--- src/rtl/ifmap_stream_writer_if.sv ---
// Memory read port and tagged FIFO write port of the IFMap stream writer.
// master = writer side, slave = memory/FIFO side.
interface ifmap_stream_writer_if #(
  parameter int DATA_WIDTH = 10,
  parameter int ADDR_WIDTH = 8
);
  logic                  mem_ren;
  logic [ADDR_WIDTH-1:0] mem_addr;
  logic [DATA_WIDTH-1:0] mem_rdata;
  logic                  fifo_ready;
  logic                  fifo_wen;
  logic [DATA_WIDTH+1:0] fifo_din;

  modport master (
    output mem_ren, mem_addr, fifo_wen, fifo_din,
    input  mem_rdata, fifo_ready
  );

  modport slave (
    input  mem_ren, mem_addr, fifo_wen, fifo_din,
    output mem_rdata, fifo_ready
  );
endinterface

--- src/rtl/ifmap_stream_writer.sv ---
// Streams feature-map rows from scratch memory into the tagged IFMap FIFO via a 2-entry skid buffer.
// Optional zero padding around each row is enabled with `define IFMAP_WRITER_ZERO_PAD_EN.
module ifmap_stream_writer #(
  parameter int DATA_WIDTH    = 10,
  parameter int ADDR_WIDTH    = 8,
  parameter int ROW_LEN_WIDTH = 6,
  parameter int ROW_CNT_WIDTH = 6
) (
  input  logic                     clk,
  input  logic                     rst,
  input  logic                     start_i,
  input  logic [ADDR_WIDTH-1:0]    base_addr_i,
  input  logic [ROW_LEN_WIDTH-1:0] row_len_i,
  input  logic [ROW_CNT_WIDTH-1:0] row_count_i,
  input  logic [ADDR_WIDTH-1:0]    row_stride_i,
`ifdef IFMAP_WRITER_ZERO_PAD_EN
  input  logic [1:0]               pad_i,
`endif
  output logic                     busy_o,
  output logic                     done_o,
  ifmap_stream_writer_if.master    bus
);

  localparam int CW = ROW_LEN_WIDTH + 2;
  localparam int TW = CW + ROW_CNT_WIDTH;
  localparam int WW = DATA_WIDTH + 2;

  typedef enum logic [1:0] {IDLE, RUN, FIN} state_t;

  state_t                   state_q;
  logic                     busy_q, done_q;
  logic [ADDR_WIDTH-1:0]    rowptr_q, stride_q;
  logic [ROW_LEN_WIDTH-1:0] rowLen_q;
  logic [CW-1:0]            col_q;
  logic [TW-1:0]            issueLeft_q, writeLeft_q;
  logic                     inflight_q;
  logic [1:0]               inflightTag_q;
  logic [WW-1:0]            ent0_q, ent1_q, ent0_d, ent1_d;
  logic [1:0]               occ_q, occ_d;

  logic [CW-1:0]            rowWords, dataCol;
  logic [TW-1:0]            startTotal;
  logic                     padWord, pop, canIssue, push;
  logic [1:0]               curTag;
  logic [2:0]               occSum, occLimit;
  logic [WW-1:0]            pushWord;

`ifdef IFMAP_WRITER_ZERO_PAD_EN
  logic [1:0]               pad_q;
  logic [CW-1:0]            padW;

  // Emitted row = pad zeros, row_len pixels, pad zeros; col_q walks the emitted row.
  assign padW       = CW'(pad_q);
  assign rowWords   = CW'(rowLen_q) + (padW << 1);
  assign padWord    = (col_q < padW) || (col_q >= padW + CW'(rowLen_q));
  assign dataCol    = col_q - padW;
  assign startTotal = (row_len_i == '0 || row_count_i == '0) ? '0 :
                      TW'(row_count_i) * (TW'(row_len_i) + TW'({pad_i, 1'b0}));
`else
  assign rowWords   = CW'(rowLen_q);
  assign padWord    = 1'b0;
  assign dataCol    = col_q;
  assign startTotal = (row_len_i == '0 || row_count_i == '0) ? '0 :
                      TW'(row_count_i) * TW'(row_len_i);
`endif

  assign pop      = bus.fifo_ready && (occ_q != 2'd0);
  assign curTag   = {col_q == '0, col_q == rowWords - CW'(1)};
  assign occSum   = {1'b0, occ_q} + {2'b00, inflight_q};
  assign occLimit = 3'd1 + {2'b00, pop};

  // A pad word bypasses memory, so it waits until no read is in flight to keep order.
  assign canIssue = (state_q == RUN) && (issueLeft_q != '0) && (occSum <= occLimit) &&
                    !(padWord && inflight_q);

  assign bus.mem_ren  = canIssue && !padWord;
  assign bus.mem_addr = rowptr_q + ADDR_WIDTH'(dataCol);
  assign bus.fifo_wen = pop;
  assign bus.fifo_din = ent0_q;
  assign busy_o       = busy_q;
  assign done_o       = done_q;

  assign push     = inflight_q || (canIssue && padWord);
  assign pushWord = inflight_q ? {inflightTag_q, bus.mem_rdata} : {curTag, {DATA_WIDTH{1'b0}}};

  always_comb begin
    ent0_d = ent0_q;
    ent1_d = ent1_q;
    occ_d  = occ_q;
    if (pop) begin
      ent0_d = ent1_q;
      occ_d  = occ_q - 2'd1;
    end
    if (push) begin
      if (occ_d == 2'd0) ent0_d = pushWord;
      else               ent1_d = pushWord;
      occ_d = occ_d + 2'd1;
    end
  end

  always_ff @(posedge clk) begin
    if (rst) begin
      state_q       <= IDLE;
      busy_q        <= 1'b0;
      done_q        <= 1'b0;
      rowptr_q      <= '0;
      stride_q      <= '0;
      rowLen_q      <= '0;
      col_q         <= '0;
      issueLeft_q   <= '0;
      writeLeft_q   <= '0;
      inflight_q    <= 1'b0;
      inflightTag_q <= 2'b00;
      ent0_q        <= '0;
      ent1_q        <= '0;
      occ_q         <= 2'd0;
`ifdef IFMAP_WRITER_ZERO_PAD_EN
      pad_q         <= 2'b00;
`endif
    end else begin
      ent0_q     <= ent0_d;
      ent1_q     <= ent1_d;
      occ_q      <= occ_d;
      inflight_q <= bus.mem_ren;
      if (bus.mem_ren) inflightTag_q <= curTag;
      done_q     <= 1'b0;
      case (state_q)
        IDLE: begin
          if (start_i) begin
            rowptr_q    <= base_addr_i;
            stride_q    <= row_stride_i;
            rowLen_q    <= row_len_i;
            col_q       <= '0;
            issueLeft_q <= startTotal;
            writeLeft_q <= startTotal;
`ifdef IFMAP_WRITER_ZERO_PAD_EN
            pad_q       <= pad_i;
`endif
            busy_q      <= 1'b1;
            state_q     <= RUN;
          end
        end
        RUN: begin
          if (canIssue) begin
            issueLeft_q <= issueLeft_q - TW'(1);
            if (col_q == rowWords - CW'(1)) begin
              col_q    <= '0;
              rowptr_q <= rowptr_q + stride_q;
            end else begin
              col_q <= col_q + CW'(1);
            end
          end
          if (pop) writeLeft_q <= writeLeft_q - TW'(1);
          // Zero-size jobs also pass through here so busy is seen for one cycle.
          if (writeLeft_q == '0 || (pop && writeLeft_q == TW'(1))) begin
            busy_q  <= 1'b0;
            done_q  <= 1'b1;
            state_q <= FIN;
          end
        end
        FIN:     state_q <= IDLE;
        default: state_q <= IDLE;
      endcase
    end
  end

endmodule

--- src/flat_wrapper.sv ---
// flat-port wrapper written by rule: the top's interface ports become plain ports
module ifmap_stream_writer_flat 
#(
  parameter int DATA_WIDTH    = 10,
  parameter int ADDR_WIDTH    = 8,
  parameter int ROW_LEN_WIDTH = 6,
  parameter int ROW_CNT_WIDTH = 6
)
  (clk, rst, start_i, base_addr_i, row_len_i, row_count_i, row_stride_i, busy_o, done_o, bus_mem_ren, bus_mem_addr, bus_fifo_wen, bus_fifo_din, bus_mem_rdata, bus_fifo_ready);
  ifmap_stream_writer_if #(.DATA_WIDTH(DATA_WIDTH), .ADDR_WIDTH(ADDR_WIDTH)) bus_i ();
  input  logic clk;
  input  logic rst;
  input  logic start_i;
  input  logic [ADDR_WIDTH-1:0] base_addr_i;
  input  logic [ROW_LEN_WIDTH-1:0] row_len_i;
  input  logic [ROW_CNT_WIDTH-1:0] row_count_i;
  input  logic [ADDR_WIDTH-1:0] row_stride_i;
  output logic busy_o;
  output logic done_o;
  output wire logic [$bits(bus_i.mem_ren)-1:0] bus_mem_ren;
  output wire logic [$bits(bus_i.mem_addr)-1:0] bus_mem_addr;
  output wire logic [$bits(bus_i.fifo_wen)-1:0] bus_fifo_wen;
  output wire logic [$bits(bus_i.fifo_din)-1:0] bus_fifo_din;
  input wire logic [$bits(bus_i.mem_rdata)-1:0] bus_mem_rdata;
  input wire logic [$bits(bus_i.fifo_ready)-1:0] bus_fifo_ready;
  assign bus_mem_ren = bus_i.mem_ren;
  assign bus_mem_addr = bus_i.mem_addr;
  assign bus_fifo_wen = bus_i.fifo_wen;
  assign bus_fifo_din = bus_i.fifo_din;
  assign bus_i.mem_rdata = bus_mem_rdata;
  assign bus_i.fifo_ready = bus_fifo_ready;
  ifmap_stream_writer #(.DATA_WIDTH(DATA_WIDTH), .ADDR_WIDTH(ADDR_WIDTH), .ROW_LEN_WIDTH(ROW_LEN_WIDTH), .ROW_CNT_WIDTH(ROW_CNT_WIDTH)) u_core (.clk(clk), .rst(rst), .start_i(start_i), .base_addr_i(base_addr_i), .row_len_i(row_len_i), .row_count_i(row_count_i), .row_stride_i(row_stride_i), .busy_o(busy_o), .done_o(done_o), .bus(bus_i));
endmodule
--- config.mk ---
export PLATFORM = sky130hd
export DESIGN_NAME = ifmap_stream_writer_flat
export DESIGN_NICKNAME = d
export VERILOG_FILES = /design/src/rtl/ifmap_stream_writer_if.sv /design/src/rtl/ifmap_stream_writer.sv /design/src/flat_wrapper.sv
export SDC_FILE = /design/constraint.sdc
export NUM_CORES = 1
export LEC_CHECK = 0
export BUFFER_PORTS_ARGS = -buffer_cell sky130_fd_sc_hd__buf_2
export CAP_MARGIN = 20
export CORE_MARGIN = 5
export CORE_UTILIZATION = 40
export CTS_CLUSTER_DIAMETER = 30
export DETAILED_ROUTE_END_ITERATION = 8
export GPL_TIMING_DRIVEN = 1
export SETUP_SLACK_MARGIN = 0.3
export SLEW_MARGIN = 10
export SYNTH_ARGS = -nofsm -noshare
export SYNTH_HDL_FRONTEND = slang
export SYNTH_SLANG_ARGS = --single-unit
--- constraint.sdc ---
create_clock -name clk -period 3.7 [get_ports clk]
set_input_delay 0.555 -clock clk [delete_from_list [all_inputs] [get_ports clk]]
set_output_delay 0.555 -clock clk [all_outputs]
set_load 0.05 [all_outputs]
Yosys cells after proc, flatten, opt, wreduce, memory -nomap -nowiden
Index checks and enable logic that the tools add are counted.
{ "op_classes": {"n_lt_le_gt_ge": 1, "bitwise": 2, "multipliers": 1, "eq_ne": 8, "n_addsub": 10, "n_mux": 26, "n_reduce_logical": 23} }
{ "op_table": {"columns": ["operator", "count"], "rows": [
  ["$pmux W14 S2", 2],
  ["$mux W12", 4],
  ["$mux W8", 6],
  ["$mux W14", 3],
  ["$pmux W8 S2", 2],
  ["$sub A14 B1 Y14 const B", 2],
  ["$add A8 B8 Y8", 2],
  ["$eq A14 B1 Y1 const B", 1],
  ["$logic_not A14 Y1", 1],
  ["$reduce_bool A14 Y1", 1],
  ["$logic_not A6 Y1", 2],
  ["$mul A6 B6 Y12", 1],
  ["$reduce_and A3 Y1", 3],
  ["$add A8 B1 Y8 const B", 1],
  ["$eq A8 B8 Y1", 1],
  ["$logic_not A8 Y1", 1],
  ["$mux W2", 4],
  ["$sub A6 B1 Y7 const B", 1],
  ["$ne A2 B2 Y1 const B", 3],
  ["$reduce_and A2 Y1", 3],
  ["$logic_and A1 B1 Y1", 4],
  ["$logic_not A2 Y1", 2],
  ["$ne A2 B1 Y1 const B", 2],
  ["$pmux W2 S2", 1],
  ["other kinds (13)", 18]
]} }
{ "word_totals": {"wordCells": 85, "regBits": 91} }

Logic depth before layout (Yosys ltp)
Gate-level depths: netlist of run 1.
{ "depth": {"ltp_word": 7, "ltp_mapped": 16, "ltp_nobuf": 14} }

Least setup slack after synthesis of run 1
Ideal clock, no wire load.
{ "synth_timing": {"kind": "reg2reg", "startpoint": "register u_core.occ_q[0]", "endpoint": "register u_core.issueLeft_q[13]", "required_time_ps": 3568, "path_stages_with_launch": 15, "setup_ps": 132, "slack_ps": -314, "t_arrival_ps": 3883, "cell_sequence": "dfxtp_1 > inv_1 > ha_1 > nand2b_1 > clkbuf_1 > inv_1 > buf_1 > fa_1 > or3b_2 > a21oi_1 > o41ai_4 > buf_4 > a2111oi_0 > xnor2_1 > nor3_1"} }
{ "synth_via": {"elab_chain_len": 7, "elab_cells_between_ends": 8, "cone_classes": "add/sub (2); order compare (1); eq/ne (1); reduce/logical (4)"} }
{ "synth_lines": {"columns": ["item", "line", "rtl"], "rows": [
  ["start, declared", "ifmap_stream_writer.sv:39", "logic [1:0] occ_q, occ_d;"],
  ["start signal, assigned", "ifmap_stream_writer.sv:116", "occ_q <= 2'd0;"],
  ["start signal, assigned", "ifmap_stream_writer.sv:123", "occ_q <= occ_d;"],
  ["$reduce_bool A2 Y1", "ifmap_stream_writer.sv:67", "assign pop = bus.fifo_ready && (occ_q != 2'd0);"],
  ["$logic_and A1 B1 Y1", "ifmap_stream_writer.sv:67", null],
  ["named net bus_fifo_wen", "flat_wrapper.sv:22", "output wire logic [$bits(bus_i.fifo_wen)-1:0] bus_fifo_wen;"],
  ["$add A1 B1 Y2", "ifmap_stream_writer.sv:70", "assign occLimit = 3'd1 + {2'b00, pop};"],
  ["$le A3 B3 Y1", "ifmap_stream_writer.sv:73", "assign canIssue = (state_q == RUN) && (issueLeft_q != '0) && (occSum <= occLimit) &&"],
  ["$logic_and A1 B1 Y1", "ifmap_stream_writer.sv:73", null],
  ["$ne A2 B2 Y1 (no line)", null, null],
  ["$reduce_and A3 Y1 (no line)", null, null],
  ["end signal, assigned", "ifmap_stream_writer.sv:134", "issueLeft_q <= startTotal;"],
  ["end signal, assigned", "ifmap_stream_writer.sv:145", "issueLeft_q <= issueLeft_q - TW'(1);"],
  ["end, declared", "ifmap_stream_writer.sv:35", "logic [TW-1:0] issueLeft_q, writeLeft_q;"]
]} }
The timed path passes the listed nets, and every way through them passes these cells.
A chain may end at the register's enable or synchronous reset.

Worst setup path in the final report of run 1
{ "layout_timing": {"startpoint": "input row_len_i[0]", "endpoint": "register u_core.issueLeft_q[10]"} }
{ "layout_via": {"elab_chain_len": 5, "elab_cells_between_ends": 6, "cone_classes": "mul (1); mux (3); reduce/logical (2)"} }
{ "layout_lines": {"columns": ["item", "line", "rtl"], "rows": [
  ["start, declared", "flat_wrapper.sv:15", "input logic [ROW_LEN_WIDTH-1:0] row_len_i;"],
  ["branches (longest 2 deep; another with $mul A6 B6 Y12)", null, null],
  ["$mux W12 *", "ifmap_stream_writer.sv:63", "assign startTotal = (row_len_i == '0 || row_count_i == '0) ? '0 :"],
  ["$mux W14 *", "ifmap_stream_writer.sv:129", "if (start_i) begin"],
  ["$pmux W14 S2 *", "ifmap_stream_writer.sv:127", "case (state_q)"]
]} }
Every way passes the cells marked *. The select of a mux whose other input is x is not followed.

==> results.json, run 1 <==
{
  "drive_gt1_frac": 0.175,
  "switchingPower_w": 0.00210,
  "regArea_mm2": 0.00182,
  "crit_type": "in -> reg",
  "worstHoldPathType": "in -> reg",
  "overflow": 0,
  "layout_commonest_cell": "nand2_1",
  "antenna_found_initial": 0,
  "postSynthAreaPerCell_um2": 7.87,
  "placed_area_mm2": 0.00685,
  "syn_inst": 783,
  "synth_flop_cell": "dfxtp_1",
  "r2r_cells": 13,
  "drc": 0,
  "p_comb_frac": 0.502,
  "slew_headroom": 0.422,
  "syn_area_mm2": 0.00616,
  "drt_iter0_drc": 316,
  "fin_area_mm2": 0.00733,
  "antenna_cells": 0,
  "maxCapViolCount": 0,
  "fmax_mhz": 301,
  "wl_um": 15700,
  "hold_violations": 0,
  "period_minus_slack_ns": 3.33,
  "power_frac_seq": 0.283,
  "fp.dieW_um": 134,
  "clkPwrFrac": 0.215,
  "track_usage": 0.175,
  "setup_violations": 0,
  "crit_fanout": 4,
  "vias": 5586,
  "grt_pass1_vias": 5209,
  "ctsHoldBuffers": 0,
  "r2r_slack_ns": 0.55,
  "wire_per_inst_um": 15.0,
  "period_share": 0.899,
  "syn2layout_area_growth_pct": 19.0,
  "ir_drop_mv": 0.361,
  "grt_pass1_wl_um": 25800,
  "dieArea_mm2": 0.0180,
  "fillers": 1540,
  "fp-row-count": 45,
  "crit_required_ns": 3.98,
  "whs_endpoint": "u_core.stride_q[4]$_SDFFE_PP0P_",
  "tightest_slew_ns": 0.866,
  "final.setup_skew_ns": 0.0102,
  "synth-edff-count": 0,
  "cts_root_buf": "clkbuf_16",
  "arrival_ns": 3.60,
  "core-area_mm2": 0.0151,
  "synth_cell_types": 64,
  "ant_nets": 0,
  "io_pins": 66,
  "post-dp-hpwl_um": 11600,
  "r2r_start": "u_core.occ_q[1]$_SDFF_PP0_",
  "layout_common_cells": "nand2_1, dfxtp_1, a21oi_1",
  "power_density_mw_per_mm2": 656,
  "async_flop_share": 0,
  "place_congestion": 0.831,
  "rsz0062_at_grt": "true",
  "p_leak_nw": 3.05,
  "die_y_um": 134,
  "min_from": "row_stride_i[4]",
  "insertion_delay_ns": 0.36,
  "ys_seq_area_frac": 0.296,
  "intPower_w": 0.00271,
  "start_kind": "primary input",
  "synth-warning-count": 0,
  "clkSlewWorstSetupHoldPaths_ns": 0.07,
  "clock_sinks": 91,
  "r2r-end": "u_core.col_q[1]$_SDFFE_PP0P_",
  "switching_share": 0.437,
  "ys_ff_latch": 91,
  "grt_max_degree": 46,
  "slew_viol_final": 0,
  "cts_tree": "built",
  "worstHoldPathCells": 3,
  "routed_via_density": 5.34,
  "totalPowerFinal_w": 0.00481,
  "clock_path_buffers": 2,
  "dr.pass1.iters": 4,
  "end_kind": "flop",
  "setup_tns_ns": 0,
  "cts.htree.levels": 3,
  "multi_input_area_mm2": 0.00415,
  "synth_fp_nets": 890,
  "nNetsFinal": 960,
  "initial_core_util": 0.407,
  "status": "finished clean",
  "io_buffers": 65,
  "cts_buffers": 9
}
[synth_stat cells (all sizes together), types with 2 or more instances]
cell	instances	area [um2]
nand2	125	472
nor4	8	50.1
nand2b	8	50.1
xor2	13	114
a311oi	12	105
ha	45	563
a21o	8	60.1
nand3b	4	30.0
nor3b	4	30.0
a21oi	75	375
mux2i	4	40.0
or4	3	26.3
o21a	5	37.5
fa	20	400
a211oi	14	105
buf	7	48.8
o21ai	36	180
and2	30	188
o22ai	4	25.0
or3	5	36.3
o2111ai	4	35.0
nor2	65	260
inv	52	195
nand4	5	31.3
nand3	15	75.1
nor2b	5	31.3
o21bai	3	22.5
and3	3	18.8
xnor2	21	184
a31oi	3	33.8
o31ai	5	37.5
a32oi	2	17.5
dfxtp	91	1820
nor3	28	140
clkbuf	28	105
a221oi	2	17.5
or2	3	18.8
[routing by layer]
metal  GRT usage  wire [um]  up-vias
li1            -          -     2861
met1       0.235       7440     2622
met2       0.287       7360       88
met3      0.0379        608       15
met4      0.0469        249        0
met5           0          0        -
[worst max-delay path: stages]
cell and delay (ns):
buf_6 0.09, and2_4 0.15, fa_1 0.55, inv_2 0.04, fa_2 0.44, fa_1 0.51, inv_2 0.05, ha_4 0.29
nand3_4 0.07, o2111ai_4 0.21, o22ai_2 0.10, mux2i_2 0.24, o21ai_1 0.10, a211oi_1 0.19
[kinds of logic (layout without fill, tap and decap cells)]
logic type                 after synthesis  count (layout)  share of synthesized area
muxes                                    4               4                    0.00650
buffers and inverters                   87             162                     0.0566
and+or+nand+nor                        314             314                      0.241
AOI/OAI and AO/OA                      188             188                      0.196
adders and majority gates               65              65                      0.156
DFF                                     91              91                      0.296
xor gates and xnor gates                34              34                     0.0483
[metrics by stage]
stage | hold WS, ns | util | worst slack [ns] | std cells
after floorplan | 0.437 | - | 0.267 | 783
after global placement | 0.443 | 0.452 | -0.0141 | 1028
after detailed placement | 0.450 | 0.452 | -0.0632 | 1028
after CTS | 0.424 | 0.475 | 0.314 | 1046
after global routing | 0.429 | 0.484 | 0.206 | 1046
final | 0.432 | 0.484 | 0.374 | 1046
[sequential cells by signal, summed over array words and instances, names as in the netlist, 2 cells and up]
| name | flops |
|---|---|
| u_core.issueLeft_q | 14 |
| u_core.writeLeft_q | 14 |
| u_core.bus.fifo_din | 12 |
| u_core.ent1_q | 12 |
| u_core.col_q | 8 |
| u_core.rowptr_q | 8 |
| u_core.stride_q | 8 |
| u_core.rowLen_q | 6 |
| u_core.inflightTag_q | 2 |
| u_core.occ_q | 2 |
| u_core.state_q | 2 |
[worst max path at each step]
stage	endpoint	cells past startpoint	start	slack [ns]
6_report	u_core.issueLeft_q[10]$_SDFFE_PP0P_	14	row_len_i[0]	0.37
5_1_grt	u_core.issueLeft_q[10]$_SDFFE_PP0P_	12	row_len_i[2]	0.21
4_1_cts	u_core.issueLeft_q[10]$_SDFFE_PP0P_	15	row_count_i[4]	0.31
3_5_place_dp	u_core.issueLeft_q[10]$_SDFFE_PP0P_	15	row_count_i[4]	-0.06
3_3_place_gp	u_core.writeLeft_q[8]$_SDFFE_PP0P_	15	row_count_i[4]	-0.01
2_1_floorplan	u_core.issueLeft_q[10]$_SDFFE_PP0P_	13	row_count_i[3]	0.27
[area by class of cell]
type                       instances  area share
clock buffer                       9      0.0307
multi-input combinational        605       0.566
clock inverter                     7      0.0143
timing repair buffer              94      0.0821
inverter                          52      0.0266
sequential                        91       0.249
tap                              188      0.0321
[power by group through the flow]
stage	Combinational, W	Sequential (W)	Clock [W]
after floorplan	0.00166	0.00148	0
after global placement	0.00229	0.00138	0
after detailed placement	0.00230	0.00138	0
after CTS	0.00234	0.00136	0.00105
after global routing	0.00269	0.00139	0.00110
final	0.00241	0.00136	0.00103
[repair_timing]
action / CTS / global route
buffers inserted: 2 / 0
gates resized for setup: 2 / 42
gates cloned: 0 / 0
endpoints found under the setup margin: 2 / 10
pin swaps: 1 / 7
(Power assumes the default switching activity.)
==> run 2: changes to the inputs <==
--- a/config.mk
+++ b/config.mk
@@ -7,7 +7,6 @@
 export LEC_CHECK = 0
 export BUFFER_PORTS_ARGS = -buffer_cell sky130_fd_sc_hd__buf_2
 export CAP_MARGIN = 20
-export CORE_MARGIN = 5
 export CORE_UTILIZATION = 40
 export CTS_CLUSTER_DIAMETER = 30
 export DETAILED_ROUTE_END_ITERATION = 8
==> run 2 against run 1 <==
Core utilization fell by 0.29 points. Flip-flop and latch count did not move. Routed wire length fell by 2.4%. Critical path depth rose by 1. Sequential share of layout area rose by 0.17 points. Global-route usage rose by 2.6 points. Register-to-register slack improved by 0.06 ns. Clock power fell by 6%. Highest routed layer unchanged. Combinational power barely moved.
==> results.json, run 2 (synthesized netlist as in run 1, its figures left out) <==
{
  "status": "finished clean",
  "power_density_mw_per_mm2": 647,
  "postLayoutCoreUtil": 0.481,
  "overflow": 0,
  "syn2layout_area_growth_pct": 18.3,
  "period_minus_slack_ns": 3.35,
  "slew_headroom": 0.448,
  "layout_commonest_cell": "nand2_1",
  "initial_core_util": 0.407,
  "insertion_delay_ns": 0.35,
  "arrival_ns": 3.64,
  "grt_pass1_wl_um": 25800,
  "crit_fanout": 4,
  "p_leak_nw": 3.05,
  "slew_viol_final": 0,
  "antenna_cells": 0,
  "grt_pass1_vias": 5138,
  "fillers": 1476,
  "nNetsFinal": 963,
  "place_ws_ns": -0.0599,
  "wire_per_inst_um": 14.6,
  "routed_via_density": 5.30,
  "rsz0062_at_grt": "true",
  "layout_common_cells": "nand2_1, dfxtp_1, a21oi_1",
  "clkSlewWorstSetupHoldPaths_ns": 0.07,
  "ant_nets": 0,
  "fp-row-count": 45,
  "io_buffers": 65,
  "cts_buffers": 9,
  "core-area_mm2": 0.0151,
  "antenna_found_initial": 0,
  "worstHoldPathType": "in -> reg",
  "fin_hold_ws_ns": 0.437,
  "crit_required_ns": 3.98,
  "post-dp-hpwl_um": 11200,
  "hold_violations": 0,
  "cts.htree.levels": 3,
  "end_kind": "flop",
  "grt_max_degree": 46,
  "drive_gt1_frac": 0.179,
  "ir_drop_mv": 0.301,
  "wl_um": 15300,
  "cts_tree": "built",
  "period_share": 0.906,
  "ctsHoldBuffers": 0,
  "start_kind": "primary input",
  "clock_path_buffers": 2,
  "io_pins": 66,
  "dieArea_mm2": 0.0159,
  "setup_violations": 0,
  "fin_area_mm2": 0.00729,
  "fp.dieW_um": 126,
  "vias": 5556,
  "track_usage": 0.202,
  "fmax_mhz": 298,
  "crit_type": "in -> reg",
  "drc": 0,
  "instances_no_fill": 1049,
  "final.setup_skew_ns": 0.0134,
  "setup_ws_ns": 0.346,
  "placed_cells": 1029,
  "die_y_um": 126,
  "dr.pass1.iters": 5,
  "place_congestion": 0.804,
  "tightest_slew_ns": 0.826,
  "top_regs": "u_core.issueLeft_q: 14 flops, u_core.writeLeft_q: 14 flops",
  "placed_area_mm2": 0.00686,
  "maxCapViolCount": 0,
  "clock_sinks": 91,
  "cts_root_buf": "clkbuf_16",
  "drt_iter0_drc": 426
}
## run 2: cell types whose count changed in the layout (fill, tap and decap cells not counted), moves of 2 or more
cell      change
buf_6         -3
buf_4         +4
a211oi_1      -2
a211oi_2      +2
buf_2         +2
o21ai_1       -2
o21ai_0       +2
## run 2: area by class of cell
class                           instances  area [um2]  share of cell area
Inverter                               52         195              0.0268
Multi-Input combinational cell        605        4120               0.565
Tap cell                              188         235              0.0323
Clock buffer                           10         239              0.0328
Sequential cell                        91        1820               0.250
Clock inverter                          6        71.3             0.00978
Timing Repair Buffer                   97         603              0.0827
## run 2: through the flow
step	setup TNS, ns	total power (W)
floorplan	0	0.00314
global placement	-0.0261	0.00366
detailed placement	-0.153	0.00366
CTS	0	0.00467
global route	0	0.00505
finish	0	0.00472
## run 2: path summary, 6_finish.rpt
check                                      from                                 end  slack, ns  cells after the start
setup / recovery                   row_len_i[4]  u_core.issueLeft_q[8]$_SDFFE_PP0P_       0.35                     15
hold / removal                  row_stride_i[7]     u_core.stride_q[7]$_SDFFE_PP0P_       0.44                      3
setup reg to reg     u_core.occ_q[1]$_SDFF_PP0_        u_core.col_q[7]$_SDFFE_PP0P_       0.61                     13
hold reg to reg   u_core.ent1_q[0]$_SDFFE_PP0P_       u_core.ent1_q[0]$_SDFFE_PP0P_       0.45                      2
## run 2: metal layers
metal	GRT usage	part of all wire	up-vias
li1	-	-	2861
met1	0.274	0.48	2572
met2	0.330	0.46	105
met3	0.0319	0.040	18
met4	0.0588	0.015	0
met5	0	0	-
## run 2: critical path: stages
cell       delay [ns]
buf_8            0.10
and2_4           0.15
fa_1             0.49
fa_1             0.53
inv_2            0.04
fa_1             0.51
inv_2            0.05
ha_4             0.28
nand3_2          0.06
o2111ai_2        0.21
buf_4            0.15
xor2_1           0.14
nand2_1          0.09
a21o_1           0.20
a21oi_1          0.10
## run 2: report_power, final
part	switching (W)	internal [W]
clock network	0.000418	0.000549
registers	0.000184	0.00119
logic	0.00148	0.000898
total	0.00208	0.00263
## run 2: repair_timing
action | CTS | global route
pin swaps | 0 | 22
setup endpoints to repair | 1 | 13
setup buffers | 2 | 2
resized for setup | 2 | 32
==> run 3: changes to the inputs <==
--- a/config.mk
+++ b/config.mk
@@ -11,6 +11,7 @@
 export CTS_CLUSTER_DIAMETER = 30
 export DETAILED_ROUTE_END_ITERATION = 8
 export GPL_TIMING_DRIVEN = 1
+export PLACE_DENSITY = 0.63
 export SETUP_SLACK_MARGIN = 0.3
 export SLEW_MARGIN = 10
 export SYNTH_ARGS = -nofsm -noshare
==> run 3 against run 2 <==
Sequential share of layout area up 0.22 points. Clock-buffer cell count up 1. Maximum frequency down 0.64%. Critical endpoint is now u_core.issueLeft_q[10]$_SDFFE_PP0P_. Non-clock buffer count down 6. Largest cell class unchanged. Largest power group unchanged.
==> results.json, run 3 (synthesized netlist as in run 1, its figures left out) <==
{
  "status": "finished clean",
  "crit_buf_inv": 4,
  "wl_um": 15000,
  "instances_no_fill": 1043,
  "io_buffers": 65,
  "rsz0062_at_grt": "true",
  "wire_per_inst_um": 14.4,
  "path_depth": 15,
  "fin_hold_ws_ns": 0.443,
  "fmax_mhz": 296,
  "start_kind": "primary input",
  "setup_violations": 0,
  "post-dp-hpwl_um": 10900,
  "grt_pass1_wl_um": 25900,
  "ir_drop_mv": 0.255,
  "critPathLaunch": "row_count_i[4]",
  "antenna_found_initial": 0,
  "die_y_um": 126,
  "clock_path_buffers": 2,
  "core-area_mm2": 0.0151,
  "clock_sinks": 91,
  "fin_area_mm2": 0.00723,
  "totalPowerFinal_w": 0.00463,
  "slew_headroom": 0.374,
  "cts_root_buf": "clkbuf_16",
  "crit_required_ns": 3.97,
  "dr.pass1.iters": 5,
  "grt_pass1_vias": 5335,
  "period_share": 0.912,
  "drt_iter0_drc": 425,
  "fp.dieW_um": 126,
  "period_minus_slack_ns": 3.38,
  "layout_common_cells": "nand2_1, dfxtp_1, a21oi_1",
  "initial_core_util": 0.407,
  "power_density_mw_per_mm2": 640,
  "drive_gt1_frac": 0.173,
  "placed_area_mm2": 0.00683,
  "slew_viol_final": 0,
  "end_kind": "flop",
  "clkSlewWorstSetupHoldPaths_ns": 0.07,
  "cts.htree.levels": 3,
  "drc": 0,
  "syn2layout_area_growth_pct": 17.3,
  "tightest_slew_ns": 0.937,
  "r2r_cells": 13,
  "cp-endpoint": "u_core.issueLeft_q[10]$_SDFFE_PP0P_",
  "final.setup_skew_ns": 0.00484,
  "antenna_cells": 0,
  "ctsHoldBuffers": 0,
  "cpMostUsedCell": "fa_1",
  "path_cells": "buf_2 -> nand2_2 -> fa_1 -> inv_1 -> fa_1 -> inv_1 -> fa_1 -> inv_2 -> ha_4 -> nand3_1 -> o2111ai_2 -> o22ai_1 -> mux2i_1 -> o21ai_1 -> a211oi_2",
  "r2r_start": "u_core.occ_q[1]$_SDFF_PP0_",
  "setup_ws_ns": 0.325,
  "place_congestion": 0.815,
  "hold_violations": 0,
  "ant_nets": 0,
  "cpPeakStageDelay_ns": 0.53,
  "grt_max_degree": 46,
  "crit_fanout": 6,
  "crit_type": "in -> reg",
  "fp-row-count": 45,
  "nNetsFinal": 957,
  "r2r_slack_ns": 0.45,
  "insertion_delay_ns": 0.35,
  "layout_commonest_cell": "nand2_1",
  "p_leak_nw": 3.01,
  "cp_top_family": "adder cells",
  "slowest_stage": "fa_1",
  "vias": 5570,
  "dieArea_mm2": 0.0159,
  "top_regs": "u_core.issueLeft_q: 14 flops, u_core.writeLeft_q: 14 flops",
  "arrival_ns": 3.64,
  "io_pins": 66,
  "placed_cells": 1026,
  "overflow": 0,
  "cts_buffers": 9,
  "r2r-end": "u_core.rowptr_q[1]$_SDFFE_PP0P_",
  "routed_via_density": 5.34,
  "cts_tree": "built",
  "place_ws_ns": -0.0485,
  "maxCapViolCount": 0,
  "track_usage": 0.200,
  "worstHoldPathType": "in -> reg"
}
-- run 3: final cells by class --
cell class / instances / area [um2]
Clock inverter: 5 / 36.3
Clock buffer: 11 / 243
Tap cell: 188 / 235
Multi-Input combinational cell: 605 / 4130
Inverter: 52 / 209
Timing Repair Buffer: 91 / 552
Fill cell: 1505 / 7920
Sequential cell: 91 / 1820
-- run 3: worst min-delay path by stage --
stage,start,to,slack [ns],cells past startpoint
after floorplan,u_core.ent1_q[0]$_SDFFE_PP0P_,u_core.ent1_q[0]$_SDFFE_PP0P_,0.44,2
after global placement,u_core.ent1_q[8]$_SDFFE_PP0P_,u_core.ent1_q[8]$_SDFFE_PP0P_,0.44,2
after detailed placement,u_core.ent1_q[10]$_SDFFE_PP0P_,u_core.ent1_q[10]$_SDFFE_PP0P_,0.45,2
after CTS,row_stride_i[4],u_core.stride_q[4]$_SDFFE_PP0P_,0.43,3
after global routing,row_stride_i[3],u_core.stride_q[3]$_SDFFE_PP0P_,0.46,3
final,row_stride_i[4],u_core.stride_q[4]$_SDFFE_PP0P_,0.44,3
-- run 3: report_power, final --
group          internal, W  leakage (nW)  total, W  switching, W
registers          0.00119         0.743   0.00137      0.000180
logic             0.000908          2.13   0.00238       0.00147
clock network     0.000478         0.140  0.000879      0.000401
-- run 3: per-stage QoR --
step / TNS, ns / util
4_1_cts: 0 / 0.472
5_1_grt: 0 / 0.477
3_3_place_gp: -0.0202 / 0.451
2_1_floorplan: 0 / -
3_5_place_dp: -0.128 / 0.451
6_report: 0 / 0.477
-- run 3: per-layer routing --
metal | global-route usage | vias to the layer above | share of wire
met3 | 0.0263 | 17 | 0.032
met2 | 0.335 | 110 | 0.47
met1 | 0.262 | 2595 | 0.48
met4 | 0.0702 | 0 | 0.017
met5 | 0 | - | 0
li1 | - | 2848 | -
-- run 3: repair_timing --
item / 4_1_cts / 5_1_grt
buffers inserted: 1 / 0
pin swaps: 2 / 10
gates resized for setup: 6 / 29
endpoints found under the setup margin: 3 / 21
-- run 3: worst register-to-register path, stage by stage (launching register included) --
cell and delay (ns):
dfxtp_2 0.33, inv_2 0.07, ha_2 0.16, nand2b_1 0.11
inv_1 0.07, fa_1 0.50, or3b_2 0.49, a21oi_2 0.19
o41ai_4 0.10, bufinv_8 0.20, buf_4 0.22, a31oi_4 0.26
a211oi_1 0.31, a211oi_1 0.09
